==> config.mk <==
export PLATFORM = sky130hd
export DESIGN_NAME = out_sched_flat
export DESIGN_NICKNAME = d
export VERILOG_FILES = /design/src/rtl/out_sched_if.sv /design/src/rtl/out_sched.sv /design/src/flat_wrapper.sv
export SDC_FILE = /design/constraint.sdc
export NUM_CORES = 1
export LEC_CHECK = 0
export ABC_AREA = 1
export CAP_MARGIN = 15
export CORE_MARGIN = 8
export CORE_UTILIZATION = 31
export DETAILED_ROUTE_END_ITERATION = 6
export SETUP_SLACK_MARGIN = 0.1
export SYNTH_ARGS = -nofsm -noshare
export SYNTH_HDL_FRONTEND = slang
export SYNTH_SLANG_ARGS = --single-unit
==> constraint.sdc <==
create_clock -name SCLK -period 6.6 [get_ports SCLK]
set_input_delay 1.32 -clock SCLK [delete_from_list [all_inputs] [get_ports SCLK]]
set_output_delay 1.32 -clock SCLK [all_outputs]
set_load 0.05 [all_outputs]
==> src/rtl/out_sched_if.sv <==
// Stereo result / serializer data bundle for out_sched.
//   IN_L_VALID/IN_R_VALID, IN_L_DATA/IN_R_DATA : result source -> scheduler
//   IN_L_READY/IN_R_READY                      : scheduler -> result source
//   PDATA_L/PDATA_R                            : scheduler -> P2S PDATAIN
// Handshake: a word transfers on a rising clock edge where VALID and READY
// are both high; while VALID is high and READY low the source holds its data.
// master = result source / P2S side, slave = out_sched.
interface out_sched_if;
  logic        IN_L_VALID;
  logic        IN_R_VALID;
  logic [39:0] IN_L_DATA;
  logic [39:0] IN_R_DATA;
  logic        IN_L_READY;
  logic        IN_R_READY;
  logic [39:0] PDATA_L;
  logic [39:0] PDATA_R;

  modport master (
    output IN_L_VALID, IN_R_VALID, IN_L_DATA, IN_R_DATA,
    input  IN_L_READY, IN_R_READY, PDATA_L, PDATA_R
  );

  modport slave (
    input  IN_L_VALID, IN_R_VALID, IN_L_DATA, IN_R_DATA,
    output IN_L_READY, IN_R_READY, PDATA_L, PDATA_R
  );
endinterface

==> src/rtl/out_sched.sv <==
// Stereo output scheduler: pairs independently completed left/right results,
// buffers the pairs in a DEPTH-entry FIFO and presents the FIFO head as
// registered PDATA_L/PDATA_R. Each accepted FRAME rising edge retires the head.
// Ports:
//   SCLK, CLR_N (async, active-low), EN (global clock enable)
//   FRAME, P2S_BUSY : frame strobe and serializer busy (gates frame accept)
//   UFLOW_CLR       : synchronous clear of UNDERFLOW
//   FILL            : FIFO occupancy in pairs
//   UNDERFLOW       : sticky, a frame was accepted with the FIFO empty
//   bus (slave)     : result handshakes and PDATA outputs
// Build option: define OUT_SCHED_HOLD_EN to keep the last popped pair on
// PDATA when the FIFO is empty (P2S repeats the previous sample) instead of 0.
module out_sched #(
  parameter int DEPTH = 4
) (
  input  logic                     SCLK,
  input  logic                     CLR_N,
  input  logic                     EN,
  input  logic                     FRAME,
  input  logic                     P2S_BUSY,
  input  logic                     UFLOW_CLR,
  output logic [$clog2(DEPTH):0]   FILL,
  output logic                     UNDERFLOW,
  out_sched_if.slave               bus
);
  localparam int AW = $clog2(DEPTH);
  localparam int FW = AW + 1;

  logic          held_l, held_r;
  logic [39:0]   hold_l_data, hold_r_data;
  logic [39:0]   mem_l [DEPTH];
  logic [39:0]   mem_r [DEPTH];
  logic [AW-1:0] wr_ptr, rd_ptr, rd_next;
  logic [FW-1:0] fill;
  logic          frame_d;
  logic [39:0]   pdata_l, pdata_r;
  logic [39:0]   head_l_n, head_r_n;
  logic          accept_l, accept_r, commit, fa, pop;

  assign bus.IN_L_READY = EN & ~held_l;
  assign bus.IN_R_READY = EN & ~held_r;
  assign accept_l = bus.IN_L_VALID & bus.IN_L_READY;
  assign accept_r = bus.IN_R_VALID & bus.IN_R_READY;

  // Full check uses the occupancy before any pop in the same cycle.
  assign commit  = EN & held_l & held_r & (fill < FW'(DEPTH));
  assign fa      = EN & FRAME & ~frame_d & ~P2S_BUSY;
  assign pop     = fa & (fill != '0);
  assign rd_next = rd_ptr + 1'b1;

  assign bus.PDATA_L = pdata_l;
  assign bus.PDATA_R = pdata_r;
  assign FILL        = fill;

  // Head after this cycle's push/pop. The array is written at the same edge,
  // so a commit that lands in the head slot is taken from the holding regs.
  always_comb begin
    head_l_n = pdata_l;
    head_r_n = pdata_r;
    if (commit && fill == '0) begin
      head_l_n = hold_l_data;
      head_r_n = hold_r_data;
    end else if (pop) begin
      if (fill == FW'(1)) begin
        if (commit) begin
          head_l_n = hold_l_data;
          head_r_n = hold_r_data;
        end else begin
`ifdef OUT_SCHED_HOLD_EN
          head_l_n = pdata_l;
          head_r_n = pdata_r;
`else
          head_l_n = '0;
          head_r_n = '0;
`endif
        end
      end else begin
        head_l_n = mem_l[rd_next];
        head_r_n = mem_r[rd_next];
      end
    end
  end

  always_ff @(posedge SCLK) begin
    if (commit) begin
      mem_l[wr_ptr] <= hold_l_data;
      mem_r[wr_ptr] <= hold_r_data;
    end
  end

  always_ff @(posedge SCLK or negedge CLR_N) begin
    if (!CLR_N) begin
      held_l      <= 1'b0;
      held_r      <= 1'b0;
      hold_l_data <= '0;
      hold_r_data <= '0;
      wr_ptr      <= '0;
      rd_ptr      <= '0;
      fill        <= '0;
      frame_d     <= 1'b0;
      pdata_l     <= '0;
      pdata_r     <= '0;
      UNDERFLOW   <= 1'b0;
    end else begin
      // Accept and commit never coincide on a channel: READY is low while held.
      if (accept_l) begin
        held_l      <= 1'b1;
        hold_l_data <= bus.IN_L_DATA;
      end else if (commit) begin
        held_l <= 1'b0;
      end
      if (accept_r) begin
        held_r      <= 1'b1;
        hold_r_data <= bus.IN_R_DATA;
      end else if (commit) begin
        held_r <= 1'b0;
      end

      if (commit) wr_ptr <= wr_ptr + 1'b1;
      if (pop)    rd_ptr <= rd_next;
      fill <= fill + {{AW{1'b0}}, commit} - {{AW{1'b0}}, pop};

      if (EN) frame_d <= FRAME;

      pdata_l <= head_l_n;
      pdata_r <= head_r_n;

      // Set wins over a coincident clear.
      if (fa && fill == '0)      UNDERFLOW <= 1'b1;
      else if (EN && UFLOW_CLR)  UNDERFLOW <= 1'b0;
    end
  end
endmodule

==> src/flat_wrapper.sv <==
// flat-port wrapper written by rule: the top's interface ports become plain ports
module out_sched_flat 
#(
  parameter int DEPTH = 4
)
  (SCLK, CLR_N, EN, FRAME, P2S_BUSY, UFLOW_CLR, FILL, UNDERFLOW, bus_IN_L_VALID, bus_IN_R_VALID, bus_IN_L_DATA, bus_IN_R_DATA, bus_IN_L_READY, bus_IN_R_READY, bus_PDATA_L, bus_PDATA_R);
  out_sched_if bus_i ();
  input  logic SCLK;
  input  logic CLR_N;
  input  logic EN;
  input  logic FRAME;
  input  logic P2S_BUSY;
  input  logic UFLOW_CLR;
  output logic [$clog2(DEPTH):0] FILL;
  output logic UNDERFLOW;
  input wire logic [$bits(bus_i.IN_L_VALID)-1:0] bus_IN_L_VALID;
  input wire logic [$bits(bus_i.IN_R_VALID)-1:0] bus_IN_R_VALID;
  input wire logic [$bits(bus_i.IN_L_DATA)-1:0] bus_IN_L_DATA;
  input wire logic [$bits(bus_i.IN_R_DATA)-1:0] bus_IN_R_DATA;
  output wire logic [$bits(bus_i.IN_L_READY)-1:0] bus_IN_L_READY;
  output wire logic [$bits(bus_i.IN_R_READY)-1:0] bus_IN_R_READY;
  output wire logic [$bits(bus_i.PDATA_L)-1:0] bus_PDATA_L;
  output wire logic [$bits(bus_i.PDATA_R)-1:0] bus_PDATA_R;
  assign bus_i.IN_L_VALID = bus_IN_L_VALID;
  assign bus_i.IN_R_VALID = bus_IN_R_VALID;
  assign bus_i.IN_L_DATA = bus_IN_L_DATA;
  assign bus_i.IN_R_DATA = bus_IN_R_DATA;
  assign bus_IN_L_READY = bus_i.IN_L_READY;
  assign bus_IN_R_READY = bus_i.IN_R_READY;
  assign bus_PDATA_L = bus_i.PDATA_L;
  assign bus_PDATA_R = bus_i.PDATA_R;
  out_sched #(.DEPTH(DEPTH)) u_core (.SCLK(SCLK), .CLR_N(CLR_N), .EN(EN), .FRAME(FRAME), .P2S_BUSY(P2S_BUSY), .UFLOW_CLR(UFLOW_CLR), .FILL(FILL), .UNDERFLOW(UNDERFLOW), .bus(bus_i));
endmodule
==> metrics, run 1 <==
outcome finished clean; Post-Syn Area around 0.020 sq mm; Max Freq about 0.21 GHz; ranking of synthesized cells by area edfxtp_1 (48%), nand2_1 (23%), dfrtp_1 (21%); Slew headroom 0.277; period utilization 0.734; final slew viol count 0; PortBufs 173; Layout area overhead 21.6%; CTS root buffer clkbuf_16; # DRC 0; syn_nets 2021; CTS H-tree depth 2; DR WL/cell 17.0 um; Critical path buffers and inverters 3; Hold Path End u_core.bus.PDATA_R[2]; Min-Delay Path Class flip-flop to flip-flop; crit-path leading delay family buffers and inverters; VDD IR max 0.364 mV; reg2reg end u_core.bus.PDATA_L[32]; Setup Crit Path Kind input port to output pin; Detailed Route Iter0 Violations around 760; CP max stage cell clkdlybuf4s50_1; worst-path cell chain clkdlybuf4s50_1 -> inv_1 -> nor2_1 -> clkdlybuf4s50_1; gr usage total 0.137; clock sinks around 490; Placer Congestion roughly 0.73; path depth of the worst reg2reg path 10; Final min period ~4800 ps; clock-pin slew on the worst setup and hold paths 60 ps; WL final 50900 um; global-route wire length before repair 79400 um; Startpoint Class input port; Clock Skews 22.6 ps; width of the die 270 um; CORE AREA 0.0642 sq mm; Netlist cell types 21; Synth top area share 0.480; DR pass1 iterations 5; Initial Utilization 0.312; # hold bufs at CTS 0; Final Util 0.380; Clk Latency, worst-skew pair 590 ps; FF-to-FF Start u_core.rd_ptr[0]; worst-path maximum fanout 4; Final Hold Fails 0; WP data required 5280 ps; hold path startpoint u_core.bus.PDATA_R[2]; register bit total from synthesis roughly 490; slew at the pin closest to its max-slew limit 1080 ps; Pleak 10.6 nW; TritonCTS clock tree yes; Die H approximately 270 um; drt via density 4.47; I/O Pins 174; initial antenna violation count 0; layout filler cell count ~6200; CP Capture Type output pin; synth warn 0; row count 93; Critical Path AT 3530 ps; hold-critical path depth 2; # resized after CTS 0; Seq/Total Area, Yosys 0.693; DRT antenna net count 0; largest net degree at the start of global routing between 80 and 90; register area 0.0139 sq mm; Post-CTS Setup Inserts 0; layout cells sized above 1 0.0939; Pwr Total 0.0121 W; maximum clock path buffer count 3; DP HPWL 27900 um; Crit path largest cell delay 950 ps; total CTS buffers 53; vias in the first global route 13800; Die ar. 0.0730 sq mm; reg2reg setup slack 2950 ps; grt total ovfl 0; power density over the cells 495 mW/mm^2; max_cap viols 0; Yosys top cell by area edfxtp_1; Synth Area per Inst 10.4 sq um; unrepaired setup endpoints after global routing false; DR vias 13400; worst slack, placed 1760 ps; crit-path most repeated cell clkdlybuf4s50_1; final-stage net count 2181; Setup TNS 0 ps; final setup fails 0; multi-input logic area 0.00576 sq mm; Final Worst Setup Slack 1750 ps; synthesized instance count about 1900
## cell type report
cell class                      count  area share
Inverter                           18     0.00308
Multi-Input combinational cell   1327       0.236
Clock buffer                       73      0.0604
Tap cell                          855      0.0439
Antenna cell                        1    0.000103
Sequential cell                   491       0.570
Clock inverter                     27     0.00852
Timing Repair Buffer              195      0.0780
## per-layer routing
layer / vias to the layer above / share of wire / track usage
li1: 6490 / - / -
met1: 6520 / 0.46 / 0.177
met2: 274 / 0.47 / 0.231
met3: 73 / 0.047 / 0.0268
met4: 0 / 0.022 / 0.0394
met5: - / 0 / 0
## logic make-up (layout without fill, tap and decap cells)
logic type,after synthesis,in the layout,share of synthesized area
flops,491,491,0.693
other cells,0,1,0
compound gates,4,4,0.00119
fa+ha+maj,7,7,0.00475
xor+xnor,4,4,0.00175
simple gates,1232,1232,0.231
buf+inv,108,313,0.0230
mux,80,80,0.0450
## Yosys cell counts
cell type	instances
nor3_1	1
ha_1	6
o21ai_2	1
clkinv_1	1
inv_2	3
fa_1	1
edfxtp_1	320
xor2_1	3
buf_2	45
xnor2_1	1
nor2_1	8
nor2_2	1
nand2_1	1219
mux2_2	80
nand3_1	1
dfrtp_1	171
clkbuf_1	40
nand2_2	2
o21ai_0	3
buf_1	5
inv_1	14
## flip-flops by register name, summed over array words and instances, names as in the netlist
| signal | cells |
|---|---|
| u_core.bus.PDATA_L | 40 |
| u_core.wr_ptr | 2 |
| u_core.frame_d | 1 |
| u_core.FILL | 3 |
| u_core.held_r | 1 |
| u_core.rd_ptr | 2 |
| u_core.mem_l | 160 |
| u_core.hold_l_data | 40 |
| u_core.bus.PDATA_R | 40 |
| u_core.held_l | 1 |
| u_core.mem_r | 160 |
| u_core.hold_r_data | 40 |
| u_core.UNDERFLOW | 1 |
## per-stage QoR
stage                     instance area, sq um  std cells  hold WS [ps]
final                                    24400       2987           476
after global routing                     24400       2986           498
after CTS                                24400       2986           480
after detailed placement                 22700       2886           464
after global placement                   22700       2886           458
after floorplan                          20000       1926           443
## cells in the final DEF, fill, tap and decap left out, drive strengths merged
cell,n
clkinv,26
clkbuf,74
fa,1
mux2,80
xor2,3
xnor2,1
nor3,1
inv,16
nand2,1221
diode,1
nand3,1
o21ai,4
clkinvlp,1
dfrtp,171
edfxtp,320
bufinv,2
clkdlybuf4s50,172
ha,6
buf,22
nor2,9
## worst min-delay path: stages (launching register included)
cell and delay (ps):
dfrtp_1 340, nand2_1 60, nand2_1 50
## where the power goes
| group | total (W) | internal [W] | switching, W |
|---|---|---|---|
| Combinational | 0.00430 | 0.00136 | 0.00294 |
| Clock | 0.00284 | 0.00164 | 0.00120 |
| Sequential | 0.00493 | 0.00427 | 0.000650 |
## how the worst max path moves through the flow
stage / startpoint / endpoint / slack [ps] / cells after the start
finish: EN / bus_IN_L_READY / 1750 / 4
global route: EN / bus_IN_L_READY / 1690 / 4
detailed placement: EN / bus_IN_L_READY / 1760 / 4
global placement: EN / bus_IN_L_READY / 1720 / 4
floorplan: EN / u_core.mem_l[0][0] / 1190 / 4
CTS: EN / bus_IN_L_READY / 1760 / 4
(Power assumes the default switching activity.)
==> inputs of run 2 (changes only) <==
- clock period: 6.6 -> 4.8 ns (I/O delays scaled with it)
==> run 2 against run 1 <==
  * Global-route usage increased by 0.36 points
  * Sequential power increased by 38%
  * Design area up 0.84%
  * Die area did not move
  * Wire length rose by 1.5%
  * Total power rose by 40%
  * Via count rose by 1.1%
  * Worst hold slack worse by 20 ps
==> metrics, run 2 (synthesis gave the netlist of run 1 again) <==
GRT busiest layer met2; Clk Latency, worst-skew pair 600 ps (about the same); commonest non-fill, non-tap cell in the layout nand2_1; Detailed Route Iter0 Violations 579 (-24%); met1 Resource Use GR 0.186 (+0.00912); worst slack, placed 696 ps (-1070 ps); clock-pin slew on the worst setup and hold paths 60 ps (about the same); vias in the first global route 14100 (+1.7%); Initial Utilization 0.312 (unchanged); # DRC 0 (unchanged); PortBufs 173 (unchanged); met3 Use GR 0.0241 (-0.00274); placed cell count 2888 (+0.069%); Critical path buffers and inverters 4 (+1); Placer Congestion 0.718 (-1.5%); Die ar. 0.0730 sq mm (unchanged); Final Worst Setup Slack 687 ps (-1070 ps); slew at the pin closest to its max-slew limit 1150 ps (+63.7 ps); CTS root buffer clkbuf_16; final-stage net count 2186 (+0.23%); grt total ovfl 0 (unchanged); VDD IR max 0.370 mV (+1.5%); drt via density 4.51 (+0.89%); largest net degree at the start of global routing 108 (+27%); Final Cell Area 0.0246 sq mm (+0.84%); CP max stage cell clkdlybuf4s50_1; power density over the cells 686 mW/mm^2 (+39%); layout cells sized above 1 0.101 (+0.00666); Pleak 10.7 nW (+0.75%); max_cap viols 0 (unchanged); Critical Path AT 3150 ps (-380 ps); dpl cell area 0.0228 sq mm (+0.29%); layout filler cell count 6145 (-1.3%); Max Freq 0.243 GHz; WL final 51600 um (+1.5%); Crit path largest cell delay 800 ps (-150 ps); Min-Delay Path Class input port to async pin; GR Util met2 0.236 (+0.00486); period utilization 0.857; Pwr Total 0.0169 W (+40%); Post-CTS Setup Inserts 0 (unchanged); DR pass1 iterations 5 (unchanged); Final Hold Fails 0 (unchanged); # resized after CTS 0 (unchanged); Layout area overhead 22.7%; # hold bufs at CTS 0 (unchanged); TritonCTS clock tree yes; I/O Pins 174 (unchanged); ant diodes 0 (-1); DR vias 13500 (+1.1%); CORE AREA 0.0642 sq mm (unchanged); worst-path maximum fanout 4 (unchanged); clock sinks 491 (unchanged); final setup fails 0 (unchanged); DP HPWL 27600 um (-1.0%); width of the die 270 um (unchanged); gr usage total 0.140 (+0.00363); unrepaired setup endpoints after global routing false; Slew headroom 0.235 (-0.0424); DRT antenna net count 0 (unchanged); initial antenna violation count 2 (+2); row count 93 (unchanged); maximum clock path buffer count 3 (unchanged); outcome finished clean; most frequent cells in the layout nand2_1 (1215), edfxtp_1 (320), clkdlybuf4s50_1 (172), dfrtp_1 (170), mux2_2 (80); post-route insts no fill 2994 (+0.23%); WP data required 3840 ps (-1440 ps); crit-path most repeated cell clkdlybuf4s50_1; DR WL/cell 17.2 um (+1.2%); CTS H-tree depth 2 (unchanged); Startpoint Class input port; Final min period 4110 ps; global-route wire length before repair 81500 um (+2.6%); final slew viol count 0 (unchanged); worst-path cell chain clkdlybuf4s50_1 -> inv_1 -> nor2_1 -> buf_4 -> clkdlybuf4s50_1; biggest regs u_core.mem_l x160, u_core.mem_r x160; total CTS buffers 56 (+5.7%); crit-path leading delay family buffers and inverters; Setup Crit Path Kind input port to output pin; Die H 270 um (unchanged); Clock Skews 18.5 ps (-4.08 ps); CP Capture Type output pin
run 2: changes by cell type in the layout (fill, tap and decap cells not counted):
cell / change
buf_4: -2
bufinv_16: +1
diode_2: -1
inv_6: +3
clkbuf_16: +2
clkinv_1: -1
clkinvlp_4: +6
inv_16: +1
clkbuf_8: +1
buf_12: +4
clkinv_8: -1
clkbuf_1: -6
run 2: layout make-up:
class	instances	area, sq um	share of cell area
Sequential cell	491	13900	0.565
Multi-Input combinational cell	1327	5760	0.234
Tap cell	855	1070	0.0435
Clock inverter	36	309	0.0126
Clock buffer	70	1510	0.0616
Timing Repair Buffer	197	1970	0.0800
Inverter	18	75.1	0.00305
run 2: per-layer routing:
layer	part of all wire	wire length (um)
met1	0.47	24200
met2	0.47	24400
met3	0.039	2010
met4	0.021	1060
met5	0.00025	13
run 2: metrics by stage:
stage / setup TNS, ps / utilization / hold slack, ps
detailed placement: 0 / 0.354 / 465
finish: 0 / 0.383 / 456
CTS: 0 / 0.383 / 481
global placement: 0 / 0.354 / 458
floorplan: -78910 / - / 443
global route: 0 / 0.383 / 488
run 2: path summary, 6_finish.rpt:
path | from | endpoint | slack (ps) | depth (start not counted)
worst min register to register | u_core.bus.PDATA_R[21] | u_core.bus.PDATA_R[21] | 480 | 2
worst max-delay path | EN | bus_IN_L_READY | 690 | 5
worst max register to register | u_core.rd_ptr[0] | u_core.bus.PDATA_L[15] | 1610 | 10
max in group asynchronous | CLR_N | u_core.bus.PDATA_R[2] | 3390 | 2
worst min-delay path | CLR_N | u_core.hold_r_data[3] | 460 | 1
min in group SCLK | u_core.bus.PDATA_R[21] | u_core.bus.PDATA_R[21] | 480 | 2
run 2: worst register-to-register path: stages, from the launching register on:
cell     delay [ps]
dfrtp_4         870
inv_6           400
nand2_4         170
buf_4           530
buf_4           650
nand2_1         150
nand2_1          80
nand2_1          50
nand2_1          70
nand2_1          80
nand2_1          90
run 2: power breakdown:
group	internal [W]	switching, W	leakage, nW
combinational	0.00191	0.00398	4.85
sequential	0.00588	0.000930	4.99
clock	0.00241	0.00175	0.890
total	0.0102	0.00666	10.7
==> inputs of run 3 (changes only) <==
- CTS_BUF_LIST: default -> sky130_fd_sc_hd__clkbuf_8
- PLACE_DENSITY_LB_ADDON: default -> 0.05
==> run 3 against run 2 <==
  * Global-route usage grew 1.2 points
  * First-iteration DRC count rose by 15%
  * Non-clock buffer count decreased by 4
  * Combinational power grew 3%
  * Sequential power is essentially flat
  * Sequential share of layout area rose by 0.12 points
  * Worst hold slack got worse by 78 ps
  * Critical endpoint is now bus_IN_R_READY
==> metrics, run 3 (synthesis gave the netlist of run 1 again) <==
layout cells sized above 1 0.105 (+0.00458); Flop pwr share 0.409 (+0.005); drt via density 4.39 (-2.6%); VDD IR max 0.557 mV (+50%); combinational share of power 0.362 (+0.013); Final Worst Setup Slack 1250 ps (+566 ps); crit-path leading delay family buffers and inverters; DR vias 13400 (-0.67%); Layout area overhead 22.4%; # DRC 0 (unchanged); Die ar. 0.0730 sq mm (unchanged); worst-path maximum fanout 4 (unchanged); post-route insts no fill 3054 (+2.0%); Initial Utilization 0.312 (unchanged); DR WL met2 26800 um (+9.9%); crit-path most repeated cell clkdlybuf4s50_1; CTS root buffer clkbuf_8; Placer Congestion 0.693 (-3.6%); placed cell count 2884 (-0.14%); global-route wire length before repair 86600 um (+6.3%); CP max stage cell clkdlybuf4s50_1; Setup Crit Path Kind input port to output pin; Die H 270 um (unchanged); path depth of the worst reg2reg path 10 (unchanged); Slew headroom 0.270 (+0.0355); register area 0.0139 sq mm (unchanged); # resized after CTS 0 (unchanged); grt total ovfl 0 (unchanged); period utilization 0.739 (-0.118); clock power share 0.228 (-0.019); worst-path cell chain clkdlybuf4s50_1 -> inv_1 -> nor2_1 -> clkdlybuf4s50_1; largest net degree at the start of global routing 102 (-5.6%); Max Freq 0.282 GHz (+16%); final slew viol count 0 (unchanged); reg2reg setup slack 1720 ps (+110 ps); max_cap viols 0 (unchanged); DR WL/cell 18.4 um (+6.6%); final setup fails 0 (unchanged); slew at the pin closest to its max-slew limit 1090 ps (-53.3 ps); DRT antenna net count 0 (unchanged); Clk Latency, worst-skew pair 660 ps (+60 ps); initial antenna violation count 1 (-1); CP Capture Type output pin; width of the die 270 um (unchanged); Post-CTS Setup Inserts 0 (unchanged); Critical path buffers and inverters 3 (-1); TritonCTS clock tree yes; row count 93 (unchanged); CORE AREA 0.0642 sq mm (unchanged); Startpoint Class input port; Internal Power 0.00984 W (-3.5%); Switch Pwr 0.00679 W (+2.0%); biggest regs u_core.mem_l x160, u_core.mem_r x160; Top Metal Used met4; Pleak 10.9 nW (+1.4%); WP data required 3840 ps (about the same); multi-input logic area 0.00576 sq mm (unchanged); Final Hold Fails 0 (unchanged); Critical Path AT 2590 ps (-560 ps); DR pass1 iterations 5 (unchanged); gr usage total 0.153 (+0.0124); total CTS buffers 91 (+63%); FF-to-FF Start u_core.rd_ptr[0]; Clock Skews 31.8 ps (+13.3 ps); Net Sw Frac 0.408 (+0.0133); DP HPWL 29100 um (+5.3%); Detailed Route Iter0 Violations 663 (+15%); vias in the first global route 13900 (-0.85%); layout filler cell count 6411 (+4.3%); unrepaired setup endpoints after global routing false; worst slack, placed 1020 ps (+323 ps); outcome finished clean; # hold bufs at CTS 0 (unchanged); maximum clock path buffer count 3 (unchanged); M1 WL 26000 um (+7.3%); Final min period 3550 ps (-566 ps); CTS H-tree depth 3 (+1); PortBufs 173 (unchanged); WL final 56100 um (+8.7%); clock sinks 491 (unchanged); clock-pin slew on the worst setup and hold paths 50 ps (about the same); hold slack final 379 ps (-77.7 ps); Crit path largest cell delay 840 ps (+40 ps); commonest non-fill, non-tap cell in the layout nand2_1; met3 routed WL 2400 um (+19%); reg2reg end u_core.bus.PDATA_R[31]; I/O Pins 174 (unchanged); power density over the cells 678 mW/mm^2 (-1.2%); final-stage net count 2217 (+1.4%); most frequent cells in the layout nand2_1 (1215), edfxtp_1 (320), clkdlybuf4s50_1 (172), dfrtp_1 (170), clkbuf_8 (109); Min-Delay Path Class input port to async pin
run 3: worst max path at each step:
stage                     startpoint                 end  slack, ps  cells after the start
final                             EN      bus_IN_R_READY       1250                      4
after global routing              EN      bus_IN_R_READY       1190                      4
after CTS                         EN      bus_IN_R_READY       1240                      4
after detailed placement          EN      u_core.FILL[2]       1020                     11
after global placement            EN      u_core.FILL[2]       1060                     11
after floorplan                   EN  u_core.mem_l[0][0]       -250                      4
run 3: layout make-up:
class / instances / share of cell area
inverter: 18 / 0.00316
clock buffer: 109 / 0.0612
sequential: 491 / 0.566
clock inverter: 60 / 0.00954
timing repair buffer: 193 / 0.0815
antenna: 1 / 0.000102
multi-input combinational: 1327 / 0.235
tap: 855 / 0.0436
run 3: power by group through the flow:
stage / Combinational, W / Clock, W / Sequential (W)
3_3_place_gp: 0.00616 / 0 / 0.00687
2_1_floorplan: 0.00298 / 0 / 0.00767
3_5_place_dp: 0.00619 / 0 / 0.00690
5_1_grt: 0.00674 / 0.00415 / 0.00696
6_report: 0.00603 / 0.00379 / 0.00680
4_1_cts: 0.00621 / 0.00395 / 0.00683
run 3: per-layer routing:
metal / global-route usage / up-vias
met5: 0 / -
met4: 0.0471 / 0
met3: 0.0320 / 62
met2: 0.252 / 234
met1: 0.200 / 6543
li1: - / 6578
run 3: per-stage QoR:
step	total power, W	instance area [sq um]	setup TNS (ps)	utilization
4_1_cts	0.0170	24500	0	0.382
3_3_place_gp	0.0130	22800	0	0.355
6_report	0.0166	24500	0	0.382
5_1_grt	0.0178	24500	0	0.382
3_5_place_dp	0.0131	22800	0	0.355
2_1_floorplan	0.0106	20000	-78910	-
